## src/rtl/key_pulse_drv.sv

```systemverilog
// Active-low pulse driver for a panel pin: guaranteed minimum low width and
// high recovery time, with a small queue of trigger requests.
module key_pulse_drv #(
   parameter int unsigned PULSE_LEN = 20,
   parameter int unsigned GAP_LEN   = 20,
   parameter int unsigned QUEUE_MAX = 3
) (
   input  logic       clk,
   input  logic       rst,
   input  logic       trig,
   output logic       pulse_out,
   output logic       busy,
   output logic [3:0] pending,
   output logic       drop,
   output logic       done
);

   localparam int unsigned CNT_W  = 20;
   localparam int unsigned PEND_W = 4;

   typedef enum logic [1:0] {
      S_IDLE   = 2'd0,
      S_ACTIVE = 2'd1,
      S_GAP    = 2'd2
   } state_t;

   state_t              state_q, state_d;
   logic [CNT_W-1:0]    cnt_q, cnt_d;
   logic [PEND_W-1:0]   pend_q, pend_d;
   logic                pulse_q, pulse_d;
   logic                busy_q, busy_d;
   logic                drop_q, drop_d;
   logic                done_q, done_d;

   logic                pulse_last_c;
   logic                gap_last_c;
   logic                queue_full_c;

   assign pulse_last_c = (cnt_q == CNT_W'(PULSE_LEN - 1));
   assign gap_last_c   = (cnt_q == CNT_W'(GAP_LEN - 1));
   // Pending never exceeds QUEUE_MAX, so equality marks a full queue.
   assign queue_full_c = (pend_q == PEND_W'(QUEUE_MAX));

   // State register with synchronous reset; a truncated pulse is simply abandoned.
   always_ff @(posedge clk) begin
      if (rst) begin
         state_q <= S_IDLE;
         cnt_q   <= '0;
         pend_q  <= '0;
         pulse_q <= 1'b1;
         busy_q  <= 1'b0;
         drop_q  <= 1'b0;
         done_q  <= 1'b0;
      end else begin
         state_q <= state_d;
         cnt_q   <= cnt_d;
         pend_q  <= pend_d;
         pulse_q <= pulse_d;
         busy_q  <= busy_d;
         drop_q  <= drop_d;
         done_q  <= done_d;
      end
   end

   // Next-state, counter, queue and registered output values.
   always_comb begin
      state_d = state_q;
      cnt_d   = cnt_q;
      pend_d  = pend_q;
      drop_d  = 1'b0;
      done_d  = 1'b0;

      unique case (state_q)
         S_IDLE: begin
            cnt_d = '0;
            if (trig) begin
               state_d = S_ACTIVE;
            end
         end
         S_ACTIVE: begin
            cnt_d = cnt_q + CNT_W'(1);
            if (pulse_last_c) begin
               state_d = S_GAP;
               cnt_d   = '0;
            end
            if (trig) begin
               if (queue_full_c) drop_d = 1'b1;
               else              pend_d = pend_q + PEND_W'(1);
            end
         end
         S_GAP: begin
            cnt_d = cnt_q + CNT_W'(1);
            if (gap_last_c) begin
               done_d = 1'b1;
               cnt_d  = '0;
               // A queued request is consumed; a coincident trig refills its slot.
               if (pend_q != '0) begin
                  state_d = S_ACTIVE;
                  if (!trig) pend_d = pend_q - PEND_W'(1);
               end else if (trig) begin
                  state_d = S_ACTIVE;
               end else begin
                  state_d = S_IDLE;
               end
            end else if (trig) begin
               if (queue_full_c) drop_d = 1'b1;
               else              pend_d = pend_q + PEND_W'(1);
            end
         end
         default: begin
            state_d = S_IDLE;
            cnt_d   = '0;
         end
      endcase

      pulse_d = (state_d != S_ACTIVE);
      busy_d  = (state_d != S_IDLE);
   end

   assign pulse_out = pulse_q;
   assign busy      = busy_q;
   assign pending   = pend_q;
   assign drop      = drop_q;
   assign done      = done_q;

endmodule

```

## config.mk

```make
export PLATFORM = sky130hd
export DESIGN_NAME = key_pulse_drv
export DESIGN_NICKNAME = d
export VERILOG_FILES = /design/src/rtl/key_pulse_drv.sv
export SDC_FILE = /design/constraint.sdc
export NUM_CORES = 1
export LEC_CHECK = 0
export CORE_MARGIN = 1
export CORE_UTILIZATION = 52
export DETAILED_ROUTE_END_ITERATION = 7
export HOLD_SLACK_MARGIN = 0.12
export PLACE_DENSITY_LB_ADDON = 0.05
export SETUP_SLACK_MARGIN = 0.05
export SLEW_MARGIN = 15
export SYNTH_ARGS = -nofsm -noshare
export SYNTH_HDL_FRONTEND = slang
export SYNTH_SLANG_ARGS = --single-unit
```

## constraint.sdc

```tcl
create_clock -name clk -period 2.3 [get_ports clk]
set_clock_uncertainty 0.05 [all_clocks]
set_input_delay 0.46 -clock clk [delete_from_list [all_inputs] [get_ports clk]]
set_output_delay 0.46 -clock clk [all_outputs]
set_load 0.03 [all_outputs]
```

==> impl_metrics.prom <==
# TYPE chip_impl_metric gauge
chip_impl_info{name="status",value="complete, no violations"} 1
chip_impl_metric{name="final_critical_path_share_of_the_clock_period",unit="%"} 92.0
chip_impl_info{name="hold_path.class",value="reg2reg"} 1
chip_impl_info{name="min_to",value="cnt_q[19]"} 1
chip_impl_metric{name="area_growth",unit="%"} 17.5
chip_impl_info{name="critical_path.reg2reg.endpoint",value="pending[0]"} 1
chip_impl_metric{name="crit_path_max_fanout",unit=""} 5
chip_impl_metric{name="layout.nets",unit=""} 223
chip_impl_metric{name="power.switching_fraction",unit="%"} 23.5
chip_impl_info{name="synth_commonest_cells",value="sky130_fd_sc_hd__nor2_1 (34), sky130_fd_sc_hd__dfxtp_1 (30), sky130_fd_sc_hd__nand3_1 (12)"} 1
chip_impl_metric{name="worst-path-buf-inv",unit=""} 0
chip_impl_metric{name="reg2regPathDepth",unit=""} 6
chip_impl_metric{name="slew_headroom",unit="%"} 67.0
chip_impl_info{name="startpoint_to_endpoint_class_of_the_critical_path",value="reg2reg"} 1
chip_impl_metric{name="number_of_distinct_library_cell_variants_in_the_gate_level_netlist_after_synthesis",unit=""} 49
chip_impl_metric{name="hpwl",unit="um"} 2550
chip_impl_metric{name="yosys.area.top_type_share",unit="%"} 36.3
chip_impl_metric{name="tritoncts_buffer_count",unit=""} 5
chip_impl_info{name="crit_family",value="simple AND/OR/NAND/NOR gates"} 1
chip_impl_metric{name="worstSkewPairLatency",unit="ns"} 0.34
chip_impl_metric{name="power_density",unit="nW/um^2"} 536
chip_impl_metric{name="warnings_synthesis",unit=""} 0
chip_impl_metric{name="mappedNetlistArea",unit="um^2"} 1660
chip_impl_metric{name="detail_route.wl_per_cell",unit="um"} 13.9
chip_impl_metric{name="htree_levels",unit=""} 2
chip_impl_info{name="synth.area.top_cells",value="sky130_fd_sc_hd__dfxtp_1 (36%), sky130_fd_sc_hd__nor2_1 (7.7%), sky130_fd_sc_hd__ha_1 (6.0%)"} 1
chip_impl_metric{name="min_period",unit="ns"} 2.12
chip_impl_metric{name="finalWeightedCongestion",unit=""} 0.833
chip_impl_metric{name="yosysSeqAreaShare",unit="%"} 36.3
chip_impl_metric{name="fmax_achieved",unit="MHz"} 472
chip_impl_metric{name="dr_total_vias",unit=""} 1463
chip_impl_metric{name="worst_hold_path.num_cells",unit=""} 2
chip_impl_metric{name="p_leak",unit="nW"} 0.708
chip_impl_metric{name="post_cts_buffers",unit=""} 0
chip_impl_metric{name="cts_hold_buffers",unit=""} 0
chip_impl_metric{name="detail_route.vias_per_cell",unit=""} 5.69
chip_impl_info{name="regToRegStartpoint",value="cnt_q[1]"} 1
chip_impl_metric{name="worst_ir_drop_vdd",unit="mV"} 0.336
chip_impl_info{name="worst_setup_path_end_kind",value="flop"} 1
chip_impl_info{name="synth_most_common_cell",value="sky130_fd_sc_hd__nor2_1"} 1
chip_impl_metric{name="effective_utilization_at_floorplan",unit="%"} 54.7
chip_impl_info{name="synth_area_leader_cell",value="sky130_fd_sc_hd__dfxtp_1"} 1
chip_impl_metric{name="top_level_ports",unit=""} 11
chip_impl_info{name="postSynth.topFlopCell",value="sky130_fd_sc_hd__dfxtp_1"} 1
chip_impl_metric{name="overall_overflow_remaining_after_global_route",unit=""} 0
chip_impl_metric{name="grt_antenna_before_repair",unit=""} 0
chip_impl_info{name="tritoncts_clock_tree",value="built"} 1
chip_impl_metric{name="cellInternalPower",unit="W"} 0.000798
chip_impl_metric{name="grt_max_degree",unit=""} 21
chip_impl_metric{name="cts_resized",unit=""} 0
chip_impl_metric{name="combinationalPowerShare",unit="%"} 9.1
chip_impl_metric{name="avgSynthCellArea",unit="um^2"} 8.54
chip_impl_metric{name="cap_viol_max_count",unit=""} 0
chip_impl_info{name="ordered_cell_list_for_the_critical_path",value="ha_1 > or4b_4 > nor3_4 > nand3_2 > mux2i_1 > mux2_2"} 1
chip_impl_metric{name="drt-initial-drc-count",unit=""} 77
chip_impl_metric{name="portBuffers",unit=""} 10
chip_impl_metric{name="final.setup.tns",unit="ns"} 0
chip_impl_metric{name="max-clock-path-buffers",unit=""} 2
chip_impl_metric{name="async_flop_share",unit="%"} 0
chip_impl_metric{name="p_clk_share",unit="%"} 39.7
chip_impl_metric{name="arrival",unit="ns"} 2.31
chip_impl_metric{name="place_worst_setup_slack",unit="ns"} 0.118
chip_impl_metric{name="required",unit="ns"} 2.49
chip_impl_metric{name="detail_route.first_pass.iterations",unit=""} 4
chip_impl_info{name="rsz0062_at_grt",value="no"} 1
chip_impl_metric{name="grt_util_all_layers",unit="%"} 24.2
chip_impl_info{name="slowest_stage",value="sky130_fd_sc_hd__or4b_4"} 1
chip_impl_metric{name="syn-instance-count",unit=""} 194
chip_impl_info{name="critPathLaunchType",value="flop"} 1
chip_impl_metric{name="hold_violations",unit=""} 0
chip_impl_metric{name="switching_pwr",unit="W"} 0.000246
chip_impl_metric{name="grt_first_pass_wirelength",unit="um"} 6180
chip_impl_metric{name="post_route_cells_drive_above_1_share",unit="%"} 13.6
chip_impl_metric{name="antenna_violating_nets_remaining",unit=""} 0
chip_impl_info{name="hold_path.startpoint",value="cnt_q[19]"} 1
chip_impl_metric{name="postRouteWirelength",unit="um"} 3560
chip_impl_metric{name="via_count_of_the_first_global_routing_pass",unit=""} 1399
chip_impl_metric{name="synth-edff-count",unit=""} 0
chip_impl_metric{name="fp.coreArea",unit="um^2"} 3030
chip_impl_metric{name="floorplan.rows",unit=""} 20
chip_impl_metric{name="synth_nets",unit=""} 205
chip_impl_metric{name="die_h",unit="um"} 58.4
chip_impl_metric{name="worst-slew-pin-transition",unit="ns"} 0.495
chip_impl_metric{name="seq_power_share",unit="%"} 51.2
chip_impl_metric{name="antenna_cells",unit=""} 0
chip_impl_metric{name="dieArea",unit="um^2"} 3420
chip_impl_metric{name="die_width",unit="um"} 58.4
chip_impl_metric{name="path_clk_slew",unit="ns"} 0.10
chip_impl_metric{name="finalWorstSetupSlack",unit="ns"} 0.183
chip_impl_metric{name="timing.reg2reg.setup_slack",unit="ns"} 0.18
chip_impl_info{name="root_buffer",value="sky130_fd_sc_hd__clkbuf_4"} 1
chip_impl_metric{name="drc_errors",unit=""} 0
chip_impl_metric{name="final_max_slew_viol_count",unit=""} 0
chip_impl_metric{name="clkSinkCount",unit=""} 30
chip_impl_metric{name="synth_seq_cells",unit=""} 30
chip_impl_metric{name="finalSetupViolCount",unit=""} 0
chip_impl_metric{name="slowest_delay",unit="ns"} 0.47
[registers in the layout, summed over array words and instances (netlist names)]
register / count
cnt_q: 20
pending: 4
state_q: 2
busy: 1
done: 1
drop: 1
pulse_out: 1
[through the flow]
step / cell area (um^2) / hold slack, ns / util [%] / cells / power [W]
floorplan: 1660 / 0.403 / - / 194 / 0.000608
CTS: 1940 / 0.504 / 63.9 / 257 / 0.00106
detailed placement: 1860 / 0.480 / 61.4 / 249 / 0.000639
global route: 1950 / 0.544 / 64.3 / 257 / 0.00109
finish: 1950 / 0.501 / 64.3 / 257 / 0.00104
global placement: 1860 / 0.460 / 61.4 / 249 / 0.000638
[metal layers]
metal  vias to the layer above  share of wire, %  global-route usage (%)  wire [um]
met5                         -                 0                       0          0
met4                         0               1.4                    9.86         51
met3                         6               4.0                    7.91        142
met2                        36                50                    41.9       1780
met1                       692                44                    27.6       1580
li1                        729                 -                       -          -
[area by class of cell]
class                           instances  area, um^2
Tap cell                               44        55.1
Multi-Input combinational cell        148        1000
Clock inverter                          1        30.0
Sequential cell                        30         601
Clock buffer                            7        45.0
Fill cell                             265        1080
Timing Repair Buffer                   20         188
Inverter                                7        26.3
[cell families after synthesis]
group,Yosys count,synth area share (%)
muxes,3,1.89
xor gates and xnor gates,18,9.52
DFF,30,36.3
adders and majority gates,8,6.04
buffers and inverters,16,3.93
and+or+nand+nor,99,32.6
AOI/OAI and AO/OA,20,9.82
[how the worst max path moves through the flow]
stage / startpoint / to / cells past startpoint
after detailed placement: cnt_q[1] / busy / 7
after global placement: cnt_q[1] / pending[0] / 6
after global routing: cnt_q[1] / pending[0] / 6
final: cnt_q[1] / pending[0] / 6
after CTS: cnt_q[1] / busy / 7
after floorplan: cnt_q[0] / pending[0] / 7
[power by group through the flow]
stage / logic (W) / clock network, W / registers, W
floorplan: 0.0000526 / 0 / 0.000555
global placement: 0.0000927 / 0 / 0.000546
detailed placement: 0.0000936 / 0 / 0.000546
CTS: 0.0000943 / 0.000433 / 0.000534
global route: 0.000104 / 0.000453 / 0.000535
finish: 0.0000953 / 0.000414 / 0.000534
[worst reg2reg max path, cell delays in order (launching register included)]
cell and delay (ns):
sky130_fd_sc_hd__dfxtp_1 0.41, sky130_fd_sc_hd__ha_1 0.19, sky130_fd_sc_hd__or4b_4 0.47, sky130_fd_sc_hd__nor3_4 0.23, sky130_fd_sc_hd__nand3_2 0.16, sky130_fd_sc_hd__mux2i_1 0.18
sky130_fd_sc_hd__mux2_2 0.34
[cells in the final DEF, fill, tap and decap left out, types with 6 or more instances in the layout]
cell and count:
sky130_fd_sc_hd__nor2_1 34, sky130_fd_sc_hd__dfxtp_1 30, sky130_fd_sc_hd__nand3_1 11, sky130_fd_sc_hd__xnor2_1 11, sky130_fd_sc_hd__clkdlybuf4s50_1 10, sky130_fd_sc_hd__nand2_1 9, sky130_fd_sc_hd__buf_4 9, sky130_fd_sc_hd__ha_1 8
sky130_fd_sc_hd__inv_1 7, sky130_fd_sc_hd__nand4_1 7, sky130_fd_sc_hd__xor2_1 7, sky130_fd_sc_hd__nor3_1 6
No activity file was read; power rests on OpenSTA's default activity.
